### src/rtl/if_id_buffer_if.sv
// Fetch-to-decode handshake bundle for if_id_buffer.
// slave: the buffer's view; master: the fetch/decode environment driving it.
interface if_id_buffer_if #(
  parameter int unsigned PCW = 32
);
  logic           in_valid;
  logic           in_ready;
  logic [31:0]    in_instr;
  logic [PCW-1:0] in_pc;
  logic           out_valid;
  logic           out_ready;
  logic [31:0]    out_instr;
  logic [PCW-1:0] out_pc;
  logic [2:0]     out_imm_sel;
  logic           out_illegal;

  modport slave (
    input  in_valid, in_instr, in_pc, out_ready,
    output in_ready, out_valid, out_instr, out_pc, out_imm_sel, out_illegal
  );

  modport master (
    output in_valid, in_instr, in_pc, out_ready,
    input  in_ready, out_valid, out_instr, out_pc, out_imm_sel, out_illegal
  );
endinterface

### src/rtl/if_id_buffer.sv
// IF/ID instruction buffer: circular FIFO of instr/PC pairs with the
// immediate-format select and illegal flag decoded at push time and stored
// alongside each entry.
// Optional feature: define IFID_BYPASS_EN to forward the input straight to
// the outputs when the buffer is empty (zero-cycle latency).
module if_id_buffer #(
  parameter int unsigned DEPTH = 2,
  parameter int unsigned PCW   = 32
) (
  input  logic                       clk,
  input  logic                       rst_n,
  input  logic                       flush,
  if_id_buffer_if.slave              bus,
  output logic [$clog2(DEPTH):0]     count
);
  localparam int unsigned AW = $clog2(DEPTH);
  localparam int unsigned CW = AW + 1;

  logic [31:0]    mem_instr [DEPTH];
  logic [PCW-1:0] mem_pc    [DEPTH];
  logic [2:0]     mem_sel   [DEPTH];
  logic           mem_ill   [DEPTH];

  logic [AW-1:0]  wr_ptr;
  logic [AW-1:0]  rd_ptr;

  logic           not_empty;
  logic           bypass;
  logic           push;
  logic           pop;
  logic [2:0]     in_sel;
  logic           in_ill;

  // Immediate-format select and illegal flag from opcode/funct3.
  function automatic logic [3:0] decode(input logic [6:0] opcode,
                                        input logic [2:0] funct3);
    logic [2:0] sel;
    logic       ill;
    sel = 3'b000;
    ill = 1'b0;
    case (opcode)
      7'b0000011, 7'b1100111: sel = 3'b000;
      7'b0010011: sel = (funct3 == 3'b001 || funct3 == 3'b101) ? 3'b111 : 3'b000;
      7'b0100011: sel = 3'b001;
      7'b1100011: sel = 3'b010;
      7'b0010111: sel = 3'b011;
      7'b1101111: sel = 3'b100;
      7'b0110111: sel = 3'b101;
      7'b0110011, 7'b0001111, 7'b1110011: sel = 3'b000;
      default:    ill = 1'b1;
    endcase
    return {ill, sel};
  endfunction

  assign {in_ill, in_sel} = decode(bus.in_instr[6:0], bus.in_instr[14:12]);

  assign not_empty    = (count != '0);
  assign bus.in_ready = (count != CW'(DEPTH));

`ifdef IFID_BYPASS_EN
  assign bypass = ~not_empty & bus.in_valid & ~flush;
`else
  assign bypass = 1'b0;
`endif

  // A bypassed word taken by decode in the same cycle is never stored.
  assign push = bus.in_valid & bus.in_ready & ~flush & ~(bypass & bus.out_ready);
  assign pop  = not_empty & bus.out_ready & ~flush;

  // Head presentation: bypassed input when empty, else the stored head entry.
  always_comb begin
    bus.out_valid   = not_empty | bypass;
    bus.out_instr   = mem_instr[rd_ptr];
    bus.out_pc      = mem_pc[rd_ptr];
    bus.out_imm_sel = not_empty ? mem_sel[rd_ptr] : 3'b000;
    bus.out_illegal = not_empty ? mem_ill[rd_ptr] : 1'b0;
    if (bypass) begin
      bus.out_instr   = bus.in_instr;
      bus.out_pc      = bus.in_pc;
      bus.out_imm_sel = in_sel;
      bus.out_illegal = in_ill;
    end
  end

  // Entry storage; deliberately not cleared by reset or flush.
  always_ff @(posedge clk) begin
    if (push) begin
      mem_instr[wr_ptr] <= bus.in_instr;
      mem_pc[wr_ptr]    <= bus.in_pc;
      mem_sel[wr_ptr]   <= in_sel;
      mem_ill[wr_ptr]   <= in_ill;
    end
  end

  // Pointers and occupancy; flush outranks push/pop.
  always_ff @(posedge clk or negedge rst_n) begin
    if (!rst_n) begin
      wr_ptr <= '0;
      rd_ptr <= '0;
      count  <= '0;
    end else if (flush) begin
      wr_ptr <= '0;
      rd_ptr <= '0;
      count  <= '0;
    end else begin
      if (push) wr_ptr <= wr_ptr + 1'b1;
      if (pop)  rd_ptr <= rd_ptr + 1'b1;
      case ({push, pop})
        2'b10:   count <= count + 1'b1;
        2'b01:   count <= count - 1'b1;
        default: count <= count;
      endcase
    end
  end
endmodule

### src/flat_wrapper.sv
// flat-port wrapper written by rule: the top's interface ports become plain ports
module if_id_buffer_flat 
#(
  parameter int unsigned DEPTH = 2,
  parameter int unsigned PCW   = 32
)
  (clk, rst_n, flush, count, bus_in_valid, bus_in_instr, bus_in_pc, bus_out_ready, bus_in_ready, bus_out_valid, bus_out_instr, bus_out_pc, bus_out_imm_sel, bus_out_illegal);
  if_id_buffer_if #(.PCW(PCW)) bus_i ();
  input  logic clk;
  input  logic rst_n;
  input  logic flush;
  output logic [$clog2(DEPTH):0] count;
  input wire logic [$bits(bus_i.in_valid)-1:0] bus_in_valid;
  input wire logic [$bits(bus_i.in_instr)-1:0] bus_in_instr;
  input wire logic [$bits(bus_i.in_pc)-1:0] bus_in_pc;
  input wire logic [$bits(bus_i.out_ready)-1:0] bus_out_ready;
  output wire logic [$bits(bus_i.in_ready)-1:0] bus_in_ready;
  output wire logic [$bits(bus_i.out_valid)-1:0] bus_out_valid;
  output wire logic [$bits(bus_i.out_instr)-1:0] bus_out_instr;
  output wire logic [$bits(bus_i.out_pc)-1:0] bus_out_pc;
  output wire logic [$bits(bus_i.out_imm_sel)-1:0] bus_out_imm_sel;
  output wire logic [$bits(bus_i.out_illegal)-1:0] bus_out_illegal;
  assign bus_i.in_valid = bus_in_valid;
  assign bus_i.in_instr = bus_in_instr;
  assign bus_i.in_pc = bus_in_pc;
  assign bus_i.out_ready = bus_out_ready;
  assign bus_in_ready = bus_i.in_ready;
  assign bus_out_valid = bus_i.out_valid;
  assign bus_out_instr = bus_i.out_instr;
  assign bus_out_pc = bus_i.out_pc;
  assign bus_out_imm_sel = bus_i.out_imm_sel;
  assign bus_out_illegal = bus_i.out_illegal;
  if_id_buffer #(.DEPTH(DEPTH), .PCW(PCW)) u_core (.clk(clk), .rst_n(rst_n), .flush(flush), .bus(bus_i), .count(count));
endmodule
### config.mk
export PLATFORM = sky130hd
export DESIGN_NAME = if_id_buffer_flat
export DESIGN_NICKNAME = d
export VERILOG_FILES = /design/src/rtl/if_id_buffer_if.sv /design/src/rtl/if_id_buffer.sv /design/src/flat_wrapper.sv
export SDC_FILE = /design/constraint.sdc
export NUM_CORES = 1
export LEC_CHECK = 0
export BUFFER_PORTS_ARGS = -buffer_cell sky130_fd_sc_hd__buf_2
export CORE_MARGIN = 10
export CORE_UTILIZATION = 52
export CTS_CLUSTER_SIZE = 40
export DETAILED_ROUTE_END_ITERATION = 10
export PLACE_DENSITY_LB_ADDON = 0.05
export SLEW_MARGIN = 40
export SYNTH_ARGS = -nofsm -noshare
export SYNTH_HDL_FRONTEND = slang
export SYNTH_SLANG_ARGS = --single-unit
### constraint.sdc
create_clock -name clk -period 7.25 [get_ports clk]
set_input_delay 0.3625 -clock clk [delete_from_list [all_inputs] [get_ports clk]]
set_output_delay 0.3625 -clock clk [all_outputs]
set_load 0.02 [all_outputs]
==> results of run 1 <==
==> flip-flops by register name, indices dropped and copies added (netlist names) <==
signal,flops
u_core.mem_instr,64
u_core.rd_ptr,1
u_core.mem_sel,6
u_core.count,2
u_core.wr_ptr,1
u_core.mem_ill,2
u_core.mem_pc,64
==> power by group through the flow <==
stage	Combinational, W	Clock [W]	Sequential, W
2_1_floorplan	0.000115	0	0.000947
3_3_place_gp	0.000174	0	0.000957
3_5_place_dp	0.000186	0	0.000951
4_1_cts	0.000188	0.000876	0.000934
5_1_grt	0.000199	0.000912	0.000937
6_report	0.000183	0.000855	0.000934
==> Yosys cell counts, drive strengths merged <==
cell / n
nor4bb: 1
nor3: 1
or3b: 1
or3: 1
nand4: 1
nand2b: 1
nand3: 1
a31oi: 1
clkbuf: 4
or4b: 1
o211ai: 1
or4: 1
nor3b: 1
mux2: 64
a22oi: 1
nand3b: 4
buf: 4
dfrtp: 4
a2bb2oi: 1
o22ai: 1
and2: 1
inv: 3
mux2i: 4
nor2: 10
nor2b: 3
a21oi: 3
o21ai: 4
a21boi: 1
nand4b: 1
xor2: 1
and2b: 1
edfxtp: 136
nand2: 3
o21a: 1
==> placed cells by master (no fill, tap or decap), drive strengths merged, types with 7 or more instances in the layout <==
cell and n:
buf 145, edfxtp 136, mux2 64, clkbuf 18, nor2 10, clkinv 7
==> kinds of logic (layout without fill, tap and decap cells) <==
family | after synthesis | after routing | synth area share, %
AO/OA/AOI/OAI | 14 | 14 | 1.64
XOR/XNOR | 1 | 1 | 0.166
buffers and inverters | 11 | 181 | 0.877
flip-flops | 140 | 140 | 79.3
multiplexers | 68 | 68 | 14.4
other | 0 | 1 | 0
AND/OR/NAND/NOR | 33 | 33 | 3.65
==> per-stage QoR <==
step / std cells / instance area [um^2] / hold slack [ns] / total power (W) / setup slack (ns)
2_1_floorplan: 267 / 5280 / 0.0669 / 0.00106 / 0.737
5_1_grt: 571 / 6780 / 0.00860 / 0.00205 / 4.69
6_report: 571 / 6780 / 0.0334 / 0.00197 / 4.80
4_1_cts: 570 / 6780 / 0.0123 / 0.00200 / 4.75
3_3_place_gp: 536 / 6150 / 0.173 / 0.00113 / 5.19
3_5_place_dp: 537 / 6170 / 0.178 / 0.00114 / 5.31
==> area by class of cell <==
cell class | instances | area, um^2
antenna | 1 | 2.50
clock buffer | 18 | 418
clock inverter | 14 | 175
fill | 728 | 3040
inverter | 3 | 11.3
multi-input combinational | 116 | 1060
sequential | 140 | 4190
tap | 133 | 166
timing repair buffer | 146 | 761
==> worst max path at each step <==
| stage | from | end |
|---|---|---|
| 2_1_floorplan | u_core.count[1] | u_core.mem_ill[1] |
| 6_report | u_core.rd_ptr | bus_out_pc[13] |
| 3_3_place_gp | u_core.rd_ptr | bus_out_instr[6] |
| 4_1_cts | u_core.rd_ptr | bus_out_instr[6] |
| 3_5_place_dp | u_core.rd_ptr | bus_out_instr[6] |
| 5_1_grt | u_core.rd_ptr | bus_out_pc[20] |
==> layer usage <==
| layer | routed length, um | part of all wire [%] | global-route usage, % |
|---|---|---|---|
| met1 | 4120 | 39 | 16.3 |
| met2 | 5420 | 52 | 23.8 |
| met3 | 787 | 7.5 | 5.86 |
| met4 | 131 | 1.3 | 7.01 |
| met5 | 0 | 0 | 0 |
==> what timing repair did <==
action | CTS | global route
buffers inserted | 0 | 0
hold buffers | 1 | 0
endpoints found under the hold margin | 4 | 0
==> key figures, run 1 <==
Timing
  • Max-slew violations: 0
  • Setup TNS Final: 0 ns
  • Max Fclk: 408 MHz
  • Clock period minus worst slack: 2.45 ns
  • Post-route clock period utilization: 33.8%
  • Slew @ Worst Pin: 0.576 ns
  • Max-slew headroom: 61.6%
  • Clock skew: 0.0156 ns
  • Final setup fails: 0
  • Hold Fails Final Rpt: 0
  • RSZ-0062 raised after global routing: false

Clock tree
  • Skew-Pair Late Insertion Delay: 0.51 ns
  • Post-CTS sizing: 0
  • Clock sinks: 140
  • Reg clk slew, reported paths: 0.06 ns
  • Root Driver: clkbuf_8
  • CTS tree: yes
  • Num CTS Buffers: 17
  • Clock Tree Buf Depth: 2
  • H-tree depth: 4

Setup path
  • Startpoint types: register
  • Worst reg2reg startpoint: u_core.count[1]
  • Worst-path fanout max: 41
  • Crit path depth: 3
  • Crit. End Element: primary output
  • Crit path kind: reg2out
  • Worst path bufs/invs: 2
  • FF-to-FF setup slack: 5.37 ns
  • Critical Path Max Stage Delay: 0.70 ns
  • Worst Path Required: 6.89 ns
  • Critical-path cell with the highest stage delay: dfrtp_4
  • Crit path DAT: 2.09 ns
  • Crit-path leading delay family: flip-flops
  • CP cell instances: buf_12 > mux2_2 > buf_2
  • R2r endpoint: u_core.mem_pc[0][20]
  • Depth of the most critical reg-to-reg path: 5

Logic synthesis
  • YS warnings: 0
  • Post-synthesis net count: 336
  • Synth area leader: edfxtp_1
  • Seq/Total Area, Yosys: 79.3%
  • Syn Inst Count: 267
  • Post-Syn Area per Cell: 19.8 um^2
  • Main area contributors after synthesis: edfxtp_1 77%, mux2_2 14%, dfrtp_1 1.9%
  • #FFs+latches synth: 140
  • Top cell type's share of synthesized area: 77.4%
  • Yosys cell types: 34
  • Post-Syn Area: 5280 um^2

Outcome
  • Outcome: completed

Power and ir drop
  • Clk pwr share: 43.3%
  • Pwr Density: 291 nW/um^2
  • Combinational power share: 9.3%
  • Switching Share: 21.4%
  • Flop pwr share: 47.4%
  • Internal power: 0.00155 W
  • Switching power total: 0.000422 W
  • P_leak: 2.52 nW
  • Peak supply drop: 180 uV

Floorplan
  • Row count: 36
  • Die Wd: 121 um
  • IO Pins: 141
  • Core area: 9820 um^2
  • Total die area: 14600 um^2
  • Die Y: 121 um
  • Initial Util: 53.8%

Global routing
  • First-pass GRT wire length: 16300 um
  • Number of antenna violations at the first check in global routing: 1
  • Number of global-route vias before repair: 3176
  • Total track usage: 14.5%
  • Overflow after GRT: 0
  • Largest net degree at the start of global routing: 44

Detailed routing
  • WL final: 10500 um
  • Avg WL per Cell: 18.3 um
  • Via count: 2864
  • Vias per Instance: 5.02
  • First drt pass iteration count: 4
  • Final ANT Viol Nets: 0
  • Drc violations: 0
  • 1st-iter DRT viols: 178

Cells and area
  • Final Util: 69.0%
  • P&R area growth vs syn: 28.4%
  • NumNets Final: 493
  • Layout cells sized above 1: 55.1%

Min path
  • Hold path depth: 1
  • Worst Hold Class: in2reg
  • Hold path endpoint: u_core.mem_instr[1][17]
  • Hold wc startpoint: bus_in_instr[17]

Placed design
  • Hpwl dp: 7100 um
  • RePlAce Congestion: 0.731
  • Port buffer count: 140

Flow run
  • Max-Cap Viols: 0
Note: power is estimated with default switching activity, not from simulation.
==> inputs of run 2 (changes only) <==
==> constraint.sdc (replaced) <==
create_clock -name clk -period 2.3 [get_ports clk]
set_input_delay 0.115 -clock clk [delete_from_list [all_inputs] [get_ports clk]]
set_output_delay 0.115 -clock clk [all_outputs]
set_load 0.02 [all_outputs]
==> key figures, run 2 (synthesis results as in run 1) <==
Power and ir drop
  • Peak supply drop: 610 uV
  • Internal power: 0.00486 W
  • Clk pwr share: 41.5%
  • Pwr Density: 830 nW/um^2
  • Switching Share: 21.9%
  • P_leak: 2.81 nW
  • Switching power total: 0.00137 W
  • Combinational power share: 11.4%
  • Flop pwr share: 47.1%

Global routing
  • Met3 Usage GRT: 5.72%
  • Number of antenna violations at the first check in global routing: 0
  • Number of global-route vias before repair: 3406
  • Overflow after GRT: 0
  • First-pass GRT wire length: 18000 um
  • Total track usage: 16.0%
  • Largest net degree at the start of global routing: 70
  • Met2 Use GR: 26.6%
  • GR Layer Usage met1: 18.0%
  • GRT busiest layer: met2

Min path
  • Worst Hold Class: in2reg

Floorplan
  • IO Pins: 141
  • Core area: 9820 um^2
  • Die Wd: 121 um
  • Row count: 36
  • Die Y: 121 um
  • Total die area: 14600 um^2
  • Initial Util: 53.8%

Clock tree
  • H-tree depth: 4
  • Hold_buf cts: 70
  • Clock sinks: 140
  • Post-CTS sizing: 0
  • Skew-Pair Late Insertion Delay: 0.51 ns
  • CTS tree: yes
  • Clock Tree Buf Depth: 2
  • Reg clk slew, reported paths: 0.06 ns
  • Root Driver: clkbuf_8
  • Num CTS Buffers: 17
  • Postcts setup bufs: 0

Detailed routing
  • WL final: 11700 um
  • Via count: 3194
  • Final ANT Viol Nets: 0
  • Vias per Instance: 5.01
  • Avg WL per Cell: 18.4 um
  • First drt pass iteration count: 4
  • Drc violations: 0
  • 1st-iter DRT viols: 165

Timing
  • RSZ-0062 raised after global routing: false
  • Max-slew violations: 0
  • Clock period minus worst slack: 1.99 ns
  • Max Fclk: 503 MHz
  • Setup TNS Final: 0 ns
  • Max-slew headroom: 70.0%
  • Slew @ Worst Pin: 0.444 ns
  • Hold Fails Final Rpt: 0
  • Clock skew: 0.00515 ns
  • Final setup fails: 0
  • Post-route clock period utilization: 86.4%

Cells and area
  • Most frequent cells in the layout: 140 x buf_2, 136 x edfxtp_1, 70 x dlygate4sd3_1
  • Ant diodes: 0
  • Top flop regs: u_core.mem_instr: 64 flops, u_core.mem_pc: 64 flops, u_core.mem_sel: 6 flops
  • Layout cells sized above 1: 48.9%
  • Fill count: 598
  • Post-route cell area: 7500 um^2
  • P&R area growth vs syn: 42.1%
  • NumNets Final: 562
  • Commonest non-fill, non-tap cell in the layout: buf_2
  • Final Util: 76.4%

Setup path
  • Crit path kind: reg2out
  • Startpoint types: register
  • Worst Path Required: 2.18 ns
  • Worst-path fanout max: 69
  • Crit path DAT: 1.87 ns
  • Crit. End Element: primary output

Flow run
  • Max-Cap Viols: 0

Outcome
  • Outcome: completed

Placed design
  • Port buffer count: 140
  • Placed instance area: 6230 um^2
  • Hpwl dp: 6810 um
  • RePlAce Congestion: 0.796
==> run 2: cell types whose count changed in the layout (fill, tap and decap cells not counted), sizes merged <==
| cell | previous run | this run |
|---|---|---|
| inv | 4 | 3 |
| bufinv | 4 | 3 |
| dlygate4sd3 | 1 | 70 |
| clkinv | 7 | 8 |
| diode | 1 | 0 |
==> run 2: metal layers <==
| metal | routed length (um) | vias to the layer above |
|---|---|---|
| met5 | 0 | - |
| met4 | 216 | 0 |
| met2 | 5860 | 106 |
| met1 | 4880 | 1560 |
| li1 | - | 1510 |
| met3 | 774 | 18 |
==> run 2: worst paths after layout <==
path | from | end | slack, ns | cells after the start
worst max-delay path | u_core.rd_ptr | bus_out_instr[5] | 0.31 | 3
worst min-delay path | bus_in_pc[11] | u_core.mem_pc[1][11] | 0.32 | 2
worst max register to register | u_core.count[1] | u_core.count[1] | 0.39 | 3
worst min register to register | u_core.wr_ptr | u_core.wr_ptr | 0.65 | 2
max in group asynchronous | rst_n | u_core.rd_ptr | 1.57 | 3
min in group asynchronous | rst_n | u_core.count[1] | 0.52 | 3
==> run 2: stage by stage <==
stage / total power (W) / hold slack, ns / cells / setup slack, ns
3_5_place_dp: 0.00360 / -0.0666 / 537 / 0.683
2_1_floorplan: 0.00335 / -0.181 / 267 / -0.666
3_3_place_gp: 0.00359 / -0.0711 / 537 / 0.718
6_report: 0.00622 / 0.320 / 638 / 0.312
4_1_cts: 0.00628 / 0.292 / 638 / 0.295
5_1_grt: 0.00645 / 0.313 / 638 / 0.256
==> run 2: critical path, cell delays in order (launching register included) <==
cell and delay, ns:
dfrtp_4 0.42, buf_12 0.35, mux2_2 0.40, buf_2 0.17
==> run 2: power groups by stage <==
stage,Clock (W),Sequential [W],Combinational [W]
finish,0.00258,0.00293,0.000711
global route,0.00275,0.00293,0.000764
CTS,0.00264,0.00293,0.000714
detailed placement,0,0.00298,0.000619
global placement,0,0.00297,0.000614
floorplan,0,0.00298,0.000369
==> run 2: cell type report <==
class / instances / area [um^2] / area share, %
multi-input cells: 116 / 1090 / 14.5
repair buffers: 215 / 1480 / 19.7
clock inverters: 13 / 151 / 2.02
clock buffers: 18 / 418 / 5.57
well taps: 133 / 166 / 2.22
inverters: 3 / 13.8 / 0.183
flip-flops and latches: 140 / 4190 / 55.9
